## src/rtl/booth_mult_seq_if.sv

```systemverilog
// Handshake and operand/result bundle for the sequential Booth multiplier.
interface booth_mult_seq_if #(
  parameter int unsigned WIDTH = 4
);
  logic                   start;
  logic [WIDTH-1:0]       multiplicand;
  logic [WIDTH-1:0]       multiplier;
  logic                   busy;
  logic                   done;
  logic [2*WIDTH-1:0]     product;

  modport master (
    output start, multiplicand, multiplier,
    input  busy, done, product
  );

  modport slave (
    input  start, multiplicand, multiplier,
    output busy, done, product
  );
endinterface

```

## src/rtl/booth_mult_seq.sv

```systemverilog
// Sequential signed radix-2 Booth multiplier: one add/sub/no-op plus arithmetic
// shift per cycle, WIDTH iterations, 2*WIDTH-bit registered product.
module booth_mult_seq #(
  parameter int unsigned WIDTH = 4
) (
  input  logic              clk,
  input  logic              reset,
  booth_mult_seq_if.slave   bus
);

  localparam int unsigned AW = WIDTH + 1;
  localparam int unsigned CW = $clog2(WIDTH + 1);
  localparam int unsigned PW = 2 * WIDTH;

  typedef enum logic [1:0] {
    IDLE = 2'd0,
    RUN  = 2'd1,
    DONE = 2'd2
  } state_t;

  state_t          state_q, state_d;
  logic [AW-1:0]   a_q, a_d;
  logic [WIDTH-1:0] q_q, q_d;
  logic            q1_q, q1_d;
  logic [AW-1:0]   m_q, m_d;
  logic [CW-1:0]   cnt_q, cnt_d;
  logic [PW-1:0]   product_d;
  logic            busy_d, done_d;
  logic [AW-1:0]   addsub;

  // State and datapath registers; reset overrides everything
  always_ff @(posedge clk) begin
    if (reset) begin
      state_q     <= IDLE;
      a_q         <= '0;
      q_q         <= '0;
      q1_q        <= 1'b0;
      m_q         <= '0;
      cnt_q       <= '0;
      bus.busy    <= 1'b0;
      bus.done    <= 1'b0;
      bus.product <= '0;
    end else begin
      state_q     <= state_d;
      a_q         <= a_d;
      q_q         <= q_d;
      q1_q        <= q1_d;
      m_q         <= m_d;
      cnt_q       <= cnt_d;
      bus.busy    <= busy_d;
      bus.done    <= done_d;
      bus.product <= product_d;
    end
  end

  // Next-state and next-datapath logic
  always_comb begin
    state_d   = state_q;
    a_d       = a_q;
    q_d       = q_q;
    q1_d      = q1_q;
    m_d       = m_q;
    cnt_d     = cnt_q;
    product_d = bus.product;
    addsub    = a_q;

    case (state_q)
      IDLE: begin
        if (bus.start) begin
          a_d     = '0;
          q_d     = bus.multiplier;
          q1_d    = 1'b0;
          m_d     = {bus.multiplicand[WIDTH-1], bus.multiplicand};
          cnt_d   = CW'(WIDTH);
          state_d = RUN;
        end
      end
      RUN: begin
        case ({q_q[0], q1_q})
          2'b10:   addsub = a_q + ~m_q + AW'(1);
          2'b01:   addsub = a_q + m_q;
          default: addsub = a_q;
        endcase
        // Arithmetic shift of {A', Q, Q_1}
        a_d   = {addsub[AW-1], addsub[AW-1:1]};
        q_d   = {addsub[0], q_q[WIDTH-1:1]};
        q1_d  = q_q[0];
        cnt_d = cnt_q - CW'(1);
        if (cnt_q == CW'(1)) begin
          product_d = {a_d[WIDTH-1:0], q_d};
          state_d   = DONE;
        end
      end
      DONE: begin
        state_d = IDLE;
      end
      default: begin
        state_d = IDLE;
      end
    endcase

    busy_d = (state_d != IDLE);
    done_d = (state_d == DONE);
  end

endmodule

```

## src/flat_wrapper.sv

```systemverilog
// flat-port wrapper written by rule: the top's interface ports become plain ports
module booth_mult_seq_flat 
#(
  parameter int unsigned WIDTH = 4
)
  (clk, reset, bus_start, bus_multiplicand, bus_multiplier, bus_busy, bus_done, bus_product);
  booth_mult_seq_if #(.WIDTH(WIDTH)) bus_i ();
  input  logic clk;
  input  logic reset;
  input wire logic [$bits(bus_i.start)-1:0] bus_start;
  input wire logic [$bits(bus_i.multiplicand)-1:0] bus_multiplicand;
  input wire logic [$bits(bus_i.multiplier)-1:0] bus_multiplier;
  output wire logic [$bits(bus_i.busy)-1:0] bus_busy;
  output wire logic [$bits(bus_i.done)-1:0] bus_done;
  output wire logic [$bits(bus_i.product)-1:0] bus_product;
  assign bus_i.start = bus_start;
  assign bus_i.multiplicand = bus_multiplicand;
  assign bus_i.multiplier = bus_multiplier;
  assign bus_busy = bus_i.busy;
  assign bus_done = bus_i.done;
  assign bus_product = bus_i.product;
  booth_mult_seq #(.WIDTH(WIDTH)) u_core (.clk(clk), .reset(reset), .bus(bus_i));
endmodule
```

## config.mk

```make
export PLATFORM = sky130hd
export DESIGN_NAME = booth_mult_seq_flat
export DESIGN_NICKNAME = d
export VERILOG_FILES = /design/src/rtl/booth_mult_seq_if.sv /design/src/rtl/booth_mult_seq.sv /design/src/flat_wrapper.sv
export SDC_FILE = /design/constraint.sdc
export NUM_CORES = 1
export LEC_CHECK = 0
export BUFFER_PORTS_ARGS = -buffer_cell sky130_fd_sc_hd__buf_4
export CAP_MARGIN = 25
export CORE_MARGIN = 8
export CORE_UTILIZATION = 40
export CTS_CLUSTER_SIZE = 30
export DETAILED_ROUTE_END_ITERATION = 12
export RECOVER_POWER = 50
export SETUP_SLACK_MARGIN = 0.15
export SLEW_MARGIN = 25
export SYNTH_ARGS = -nofsm -noshare
export SYNTH_HDL_FRONTEND = slang
export SYNTH_SLANG_ARGS = --single-unit
```

## constraint.sdc

```tcl
create_clock -name clk -period 2.1 [get_ports clk]
set_input_delay 0.105 -clock clk [delete_from_list [all_inputs] [get_ports clk]]
set_output_delay 0.105 -clock clk [all_outputs]
set_load 0.005 [all_outputs]
```

==> results.yml, run 1 <==
layout:
  drive_gt1_share_pct: 22.56
  instances_no_fill: 243
  n_fill_cell: 368
  num_antenna_cells: 0
  area_growth_pct: 22.39
  final_area_um2: 1792
  final_net_count: 221
  final_cell_mix: "nor2_1 (24), dfxtp_1 (22), nand2_1 (15), buf_4 (14), clkbuf_4 (13)"
  layout_commonest_cell: "nor2_1"
route:
  drc: 0
  met1Wirelength_um: 1446
  drt-total-wl_um: 3283
  top_layer_used: "met4"
  drt_iter0_drc: 77
  dr_wl_met2_um: 1651
  vias: 1254
  firstDrtPassIters: 4
  wl_met3_um: 149
  post_drt_wl_per_cell_um: 13.51
  drtAntennaViolNets: 0
  avgViaCountPerCell: 5.160
power_and_ir_drop:
  internal_power_mw: 0.7619
  power_density_nw_per_um2: 589.0
  swShare_pct: 27.79
  p_total_mw: 1.055
  power.leakage_nw: 0.7219
  seqPwrFrac_pct: 55.1
  clkPwrFrac_pct: 24.8
  ir_worst_vdd_uv: 454.6
  p_sw_mw: 0.2933
  comb_power_share_pct: 20.2
floorplanning:
  die_h_um: 76.50
  coreArea_um2: 3578
  rows: 22
  dieArea_um2: 5851
  ioPinCount: 21
  die_w_um: 76.50
  start_util_pct: 40.91
timing:
  rsz0062_at_grt: "true"
  max_slew.worst_pin.slew_ns: 0.5521
  skew_ns: 0.001673
  drv_slew: 0
  fin_setup_tns_ns: 0
  period_minus_slack_ns: 1.880
  clock.fmax_ghz: 0.5318
  finalHoldViolations: 0
  setup_violations: 0
  setup_slack_ns: 0.2198
  period_share_pct: 89.54
  slew_headroom_pct: 63.06
clocking:
  cts_root_buf: "clkbuf_4"
  insertion_delay_ns: 0.33
  cts_tree: "yes"
  h-tree-depth: 1
  cts_max_path_buffers: 2
  numCtsBuffers: 3
  clk_pin_slew_ns: 0.14
  cts.sinks: 28
global_route:
  grt_max_degree: 29
  antenna_found_initial: 0
  grt_pass1_wl_um: 5816
  grtUsageTotal_pct: 11.71
  grt_overflow: 0
  grt_pass1_vias: 1274
synth:
  ys_ff_latch: 28
  syn-cell-area_um2: 1464
  syn_area_per_cell_um2: 8.511
  syn-num-nets: 197
  synth-seq-area-share_pct: 38.29
  synth_cell_types: 32
  synthTopCellsByArea: "dfxtp_1 (38%), ha_1 (10%), nor2_1 (6.2%), mux2i_1 (5.5%), a211oi_1 (4.1%)"
  syn_inst: 172
  yosysTopAreaCellShare_pct: 38.29
  synth.largest_area_cell: "dfxtp_1"
  synth_warnings: 0
setup_path:
  cp-end-kind: "register"
  r2r-start: "u_core.m_q[1]$_SDFFE_PP0P_"
  arrival_ns: 2.12
  worstPathRequired_ns: 2.34
  reg2reg_slack_ns: 0.22
  reg2reg_to: "u_core.bus.product[6]$_SDFFE_PP0P_"
  crit_type: "register to register"
  worst-path-max-fanout: 3
  rr_worst_depth: 7
  startpoint_type: "register"
min_path:
  min_path_type: "input port to register"
  hold_path_end: "u_core.bus.product[5]$_SDFFE_PP0P_"
  hp-start: "reset"
  min_path_cells: 2
job:
  maxCapViolCount: 0
place:
  dpl-instance-area_um2: 1642
  gp_congestion: 0.7894
  place_worst_setup_slack_ns: 0.05907
  placed_cells: 232
  io_buffer_count: 20
  place_hpwl_um: 2443
status:
  status: "finished clean"
-- area by class of cell --
class,instances,area [um^2],share of cell area (%)
repair buffers,29,224.0,12.50
multi-input cells,120,843.3,47.07
clock buffers,4,36.28,2.025
inverters,14,55.05,3.073
well taps,48,60.06,3.352
flip-flops and latches,28,573.1,31.98
-- sequential cells by signal, summed over array words and instances, names as in the netlist --
name and flops:
u_core.bus.busy 1, u_core.q1_q 1, u_core.bus.product 8, u_core.bus.done 1, u_core.a_q 4, u_core.state_q 2, u_core.cnt_q 3, u_core.q_q 4
u_core.m_q 4
-- critical path, stage by stage, from the launching register on --
cell,delay (ns)
dfxtp_2,0.38
inv_4,0.05
ha_4,0.21
nor2b_1,0.12
o21a_1,0.17
or3_1,0.30
a311o_1,0.35
a32o_1,0.21
-- metrics by stage --
step,hold WS (ns),util (%)
floorplan,0.2522,-
global placement,0.3409,45.87
detailed placement,0.3498,45.87
CTS,0.002555,48.53
global route,0.1056,50.07
finish,0.1180,50.07
-- how the worst max path moves through the flow --
stage,slack [ns],cells past startpoint,startpoint,endpoint
floorplan,0.17,7,u_core.m_q[1]$_SDFFE_PP0P_,u_core.bus.product[6]$_SDFFE_PP0P_
global placement,0.11,7,u_core.m_q[1]$_SDFFE_PP0P_,u_core.bus.product[6]$_SDFFE_PP0P_
detailed placement,0.06,7,u_core.m_q[1]$_SDFFE_PP0P_,u_core.bus.product[6]$_SDFFE_PP0P_
CTS,0.15,6,u_core.a_q[1]$_SDFFE_PP0P_,u_core.bus.product[6]$_SDFFE_PP0P_
global route,0.11,7,u_core.m_q[1]$_SDFFE_PP0P_,u_core.bus.product[6]$_SDFFE_PP0P_
finish,0.22,7,u_core.m_q[1]$_SDFFE_PP0P_,u_core.bus.product[6]$_SDFFE_PP0P_
-- synth_stat cells (all sizes together) --
cell type and instances:
a211oi 8, a21oi 10, a221oi 2, a22o 1, a22oi 4, a311o 1
a32o 1, buf 3, clkbuf 7, dfxtp 28, fa 2, ha 12
inv 14, mux2i 8, nand2 16, nand2b 3, nand3 3, nand3b 1
nand4bb 1, nor2 24, nor2b 6, nor3 6, nor4 1, o21a 1
o21ai 5, or3 1, or4 1, xor2 2
-- repair_timing --
| item | CTS | global route |
|---|---|---|
| buffers inserted | 2 | 1 |
| cloned | 0 | 0 |
| gates resized for setup | 9 | 9 |
| hold endpoints to repair | 2 | 2 |
| hold buffers | 2 | 2 |
| endpoints found under the setup margin | 4 | 6 |
| pin swaps | 2 | 7 |
-- cells by family after synthesis --
kind of cell	synth area share [%]
compound gates	15.38
mux	5.470
fa+ha+maj	12.99
simple gates	19.83
flops	38.29
xor+xnor	1.197
buf+inv	6.838
-- power by group through the flow --
stage               sequential, mW  combinational, mW  clock [mW]
finish                       0.581              0.213       0.261
global route                 0.586              0.239       0.301
CTS                          0.582              0.203       0.271
detailed placement           0.593              0.193           0
global placement             0.591              0.187           0
floorplan                    0.587              0.143           0
-- metal layers --
metal	track usage, %	vias to the layer above
met5	0	-
met4	3.462	0
met3	4.245	4
met2	20.39	21
met1	12.92	602
li1	-	627
No activity file was read; power rests on OpenSTA's default activity.
==> inputs of run 2 (changes only) <==
PLACE_DENSITY = 0.63   (was not set)
RECOVER_POWER = 25   (was 50)
==> run 2 against run 1 <==
Net effect: routed wire length down 2.5%; sequential power about the same; clock-buffer cell count fell by 1; sequential cell count is the same; clock power grew 35%; core utilization shrank 0.84 points; die area did not move; global-route usage is 0.84 points lower; register-to-register slack worse by 0.05 ns; critical endpoint unchanged; worst hold slack lost 0.11 ns; critical path type unchanged; first-iteration DRC count is 9.1% higher.
==> results.yml, run 2 (same netlist as run 1, synthesis figures left out) <==
layout:
  final_core_util_pct: 49.23
  final_cell_mix: "nor2_1 (24), dfxtp_1 (23), nand2_1 (16), buf_4 (13)"
  area_growth_pct: 20.34
  instances_no_fill: 238
  n_fill_cell: 349
  layout_commonest_cell: "nor2_1"
  final_net_count: 216
  drive_gt1_share_pct: 21.05
  largest_register_ffs: 8
  num_antenna_cells: 0
  largest-register: "u_core.bus.product"
setup_path:
  arrival_ns: 2.17
  slowest_stage: "dfxtp_2"
  cp-startpoint: "u_core.m_q[1]$_SDFFE_PP0P_"
  crit_type: "register to register"
  cp-end-kind: "register"
  critical_path.cell_chain: "inv_4 > ha_4 > nor2b_1 > o21a_1 > or3_1 > a311o_1 > a32o_1"
  startpoint_type: "register"
  r2r-start: "u_core.m_q[1]$_SDFFE_PP0P_"
  critPathBufInv: 1
  worstPathRequired_ns: 2.34
  cp_top_family: "compound AO/OA/AOI/OAI gates"
  critPathMaxStageDelay_ns: 0.38
  worst-path-max-fanout: 3
  reg2reg_slack_ns: 0.17
min_path:
  min_path_type: "input port to register"
  hp-start: "bus_multiplicand[1]"
timing:
  period_minus_slack_ns: 1.935
  max_slew.worst_pin.slew_ns: 0.5053
  period_share_pct: 92.12
  fin_setup_tns_ns: 0
  skew_ns: 0.004891
  setup_violations: 0
  clock.fmax_ghz: 0.5169
  drv_slew: 0
  rsz0062_at_grt: "true"
  slew_headroom_pct: 66.19
  finalHoldViolations: 0
place:
  placed_cells: 231
  place_hpwl_um: 2446
  gp_congestion: 0.8442
  io_buffer_count: 20
status:
  status: "finished clean"
clocking:
  insertion_delay_ns: 0.33
  clk_pin_slew_ns: 0.15
  cts_max_path_buffers: 2
  numCtsBuffers: 3
  cts_tree: "yes"
  cts_root_buf: "clkbuf_4"
  cts.sinks: 28
  h-tree-depth: 1
floorplanning:
  die_w_um: 76.50
  ioPinCount: 21
  rows: 22
  die_h_um: 76.50
  start_util_pct: 40.91
  coreArea_um2: 3578
  dieArea_um2: 5851
global_route:
  grtUsageTotal_pct: 10.86
  antenna_found_initial: 0
  grt_pass1_vias: 1205
  grt_max_degree: 29
  grt_pass1_wl_um: 5395
  grt_overflow: 0
power_and_ir_drop:
  power.leakage_nw: 0.7096
  ir_worst_vdd_uv: 371.5
  power_density_nw_per_um2: 645.6
route:
  drc: 0
  drt_iter0_drc: 84
  drt-total-wl_um: 3200
  vias: 1230
  drtAntennaViolNets: 0
  firstDrtPassIters: 4
  post_drt_wl_per_cell_um: 13.45
  avgViaCountPerCell: 5.168
job:
  maxCapViolCount: 0
==> run 2: per-stage QoR <==
stage                     hold slack (ns)  power, mW  worst slack (ns)  area [um^2]
after floorplan                    0.2522     0.7304            0.1714         1464
after global routing              0.01615      1.197            0.1234         1762
after detailed placement           0.3492     0.7809           0.07382         1634
after CTS                        0.006450      1.136            0.1348         1718
final                            0.006403      1.137            0.1654         1762
after global placement             0.3400     0.7744            0.1091         1634
==> run 2: worst min-delay path, delay by kind of cell <==
kind                   cells  cell delay (ns)
buffers and inverters      1             0.08
and+or+nand+nor            1             0.07
muxes                      1             0.05
==> run 2: metal layers <==
layer,wire [um],vias to the layer above,track usage (%),share of wire (%)
met5,0,-,0,0
met4,43,0,4.231,1.3
met3,169,7,3.538,5.3
met2,1520,36,17.82,48
met1,1467,565,12.75,46
li1,-,622,-,-
==> run 2: worst paths after layout <==
check                                       endpoint  depth (start not counted)
setup / recovery  u_core.bus.product[6]$_SDFFE_PP0P_                          7
setup reg to reg  u_core.bus.product[6]$_SDFFE_PP0P_                          7
hold reg to reg   u_core.bus.product[4]$_SDFFE_PP0P_                          2
hold / removal            u_core.m_q[1]$_SDFFE_PP0P_                          3
==> run 2: area by class of cell <==
cell class / count / area (um^2) / share of cell area (%)
multi-input cells: 120 / 839.6 / 47.66
flip-flops and latches: 28 / 569.3 / 32.32
repair buffers: 24 / 185.2 / 10.51
well taps: 48 / 60.06 / 3.409
inverters: 14 / 55.05 / 3.125
clock inverters: 1 / 30.03 / 1.705
clock buffers: 3 / 22.52 / 1.278
==> run 2: power breakdown <==
group,switching [mW],internal (mW),total (mW)
clock network,0.160,0.193,0.353
registers,0.0242,0.559,0.583
logic,0.110,0.0914,0.202
==> run 2: what timing repair did <==
action / CTS / global route
pin swaps: 0 / 5
gates resized for setup: 4 / 11
hold buffers: 2 / 0
setup buffers: 1 / 0
endpoints found under the hold margin: 2 / 0
setup endpoints to repair: 4 / 7
==> inputs of run 3 (changes only) <==
==> constraint.sdc (replaced) <==
create_clock -name clk -period 2.1 [get_ports clk]
set_input_delay 0.42 -clock clk [delete_from_list [all_inputs] [get_ports clk]]
set_output_delay 0.42 -clock clk [all_outputs]
set_load 0.005 [all_outputs]
==> run 3 against run 2 <==
Net effect: sequential power barely moved; via count fell by 2.1%; largest power group unchanged; cell count rose by 0.42%; die area did not move; worst hold slack improved by 0.32 ns; global-route usage fell by 0.22 points; first-iteration DRC count fell by 17%.
==> results.yml, run 3 (same netlist as run 1, synthesis figures left out) <==
clocking:
  numCtsBuffers: 3
  cts_root_buf: "clkbuf_4"
  cts_tree: "yes"
  cts_hold_buf: 0
  cts.sinks: 28
  cts_max_path_buffers: 2
  h-tree-depth: 1
  insertion_delay_ns: 0.32
  clk_pin_slew_ns: 0.14
route:
  drt_iter0_drc: 70
  avgViaCountPerCell: 5.038
  post_drt_wl_per_cell_um: 13.38
  drtAntennaViolNets: 0
  vias: 1204
  drc: 0
  drt-total-wl_um: 3197
  firstDrtPassIters: 4
timing:
  period_minus_slack_ns: 1.947
  drv_slew: 0
  max_slew.worst_pin.slew_ns: 0.5088
  finalHoldViolations: 0
  fin_setup_tns_ns: 0
  slew_headroom_pct: 65.95
  clock.fmax_ghz: 0.5136
  rsz0062_at_grt: "true"
  period_share_pct: 92.71
  setup_violations: 0
  skew_ns: 0.005975
power_and_ir_drop:
  ir_worst_vdd_uv: 295.1
  power_density_nw_per_um2: 578.8
  power.leakage_nw: 0.7151
global_route:
  antenna_found_initial: 0
  grt_overflow: 0
  grt_pass1_vias: 1160
  grt_max_degree: 29
  grt_pass1_wl_um: 5257
  grtUsageTotal_pct: 10.65
place:
  gp_congestion: 0.8672
  place_hpwl_um: 2426
  io_buffer_count: 20
  placed_cells: 232
layout:
  final_net_count: 218
  num_antenna_cells: 0
  area_growth_pct: 18.80
  drive_gt1_share_pct: 21.47
  largest_register_ffs: 8
  instances_no_fill: 239
  final_core_util_pct: 48.60
  final_cell_mix: "nor2_1 (24), dfxtp_1 (24), buf_4 (18), nand2_1 (16), inv_1 (12)"
  largest-register: "u_core.bus.product"
setup_path:
  worst-path-max-fanout: 4
  cp.depth: 6
  crit_type: "register to register"
  slowest_stage: "dfxtp_4"
  startpoint_type: "register"
  rr_worst_depth: 6
  arrival_ns: 2.18
  critPathMaxStageDelay_ns: 0.39
  worstPathRequired_ns: 2.33
  cp-end-kind: "register"
  critical_path.cell_chain: "ha_4 > nor2b_1 > o21a_1 > or3_1 > a311o_1 > a32o_1"
  cp_top_family: "compound AO/OA/AOI/OAI gates"
  critPathBufInv: 0
floorplanning:
  coreArea_um2: 3578
  ioPinCount: 21
  rows: 22
  dieArea_um2: 5851
  start_util_pct: 40.91
  die_w_um: 76.50
  die_h_um: 76.50
status:
  status: "finished clean"
job:
  maxCapViolCount: 0
min_path:
  min_path_cells: 3
  min_path_type: "input port to register"
==> run 3: worst paths after layout <==
check	from	slack, ns	end
setup / recovery	u_core.a_q[1]$_SDFFE_PP0P_	0.15	u_core.bus.product[6]$_SDFFE_PP0P_
hold / removal	bus_multiplicand[3]	0.32	u_core.m_q[3]$_SDFFE_PP0P_
setup reg to reg	u_core.a_q[1]$_SDFFE_PP0P_	0.15	u_core.bus.product[6]$_SDFFE_PP0P_
hold reg to reg	u_core.bus.product[5]$_SDFFE_PP0P_	0.47	u_core.bus.product[5]$_SDFFE_PP0P_
==> run 3: repair_timing <==
action / CTS / global route
resized for setup: 3 / 9
setup endpoints to repair: 4 / 6
pin swaps: 0 / 3
buffers inserted: 1 / 3
==> run 3: final cells by class <==
class | count | area (um^2)
multi-input combinational | 120 | 840.8
timing repair buffer | 26 | 195.2
tap | 48 | 60.06
clock buffer | 3 | 22.52
sequential | 28 | 568.0
fill | 367 | 1839
inverter | 14 | 52.55
==> run 3: where the power goes <==
part | switching [mW] | internal [mW] | total, mW
clock network | 0.153 | 0.0673 | 0.221
registers | 0.0232 | 0.558 | 0.581
logic | 0.112 | 0.0927 | 0.205
==> run 3: stage by stage <==
stage / setup WS [ns] / area (um^2) / total power, mW / hold slack (ns)
floorplan: 0.1714 / 1464 / 0.7304 / 0.4446
global placement: 0.1522 / 1642 / 0.7759 / 0.4453
detailed placement: 0.1072 / 1642 / 0.7830 / 0.4494
CTS: 0.1350 / 1675 / 0.9955 / 0.3255
global route: 0.09789 / 1739 / 1.064 / 0.3254
finish: 0.1531 / 1739 / 1.007 / 0.3245
==> run 3: worst register-to-register path, cell delays in order (launching register included) <==
cell     delay (ns)
dfxtp_4        0.39
ha_4           0.23
nor2b_1        0.12
o21a_1         0.18
or3_1          0.35
a311o_1        0.38
a32o_1         0.21
==> run 3: layer usage <==
layer / up-vias / part of all wire (%) / track usage, %
met1: 557 / 48 / 13.03
met2: 19 / 48 / 18.25
met3: 5 / 2.9 / 2.123
li1: 623 / - / -
met5: - / 0 / 0
met4: 0 / 0.88 / 3.077
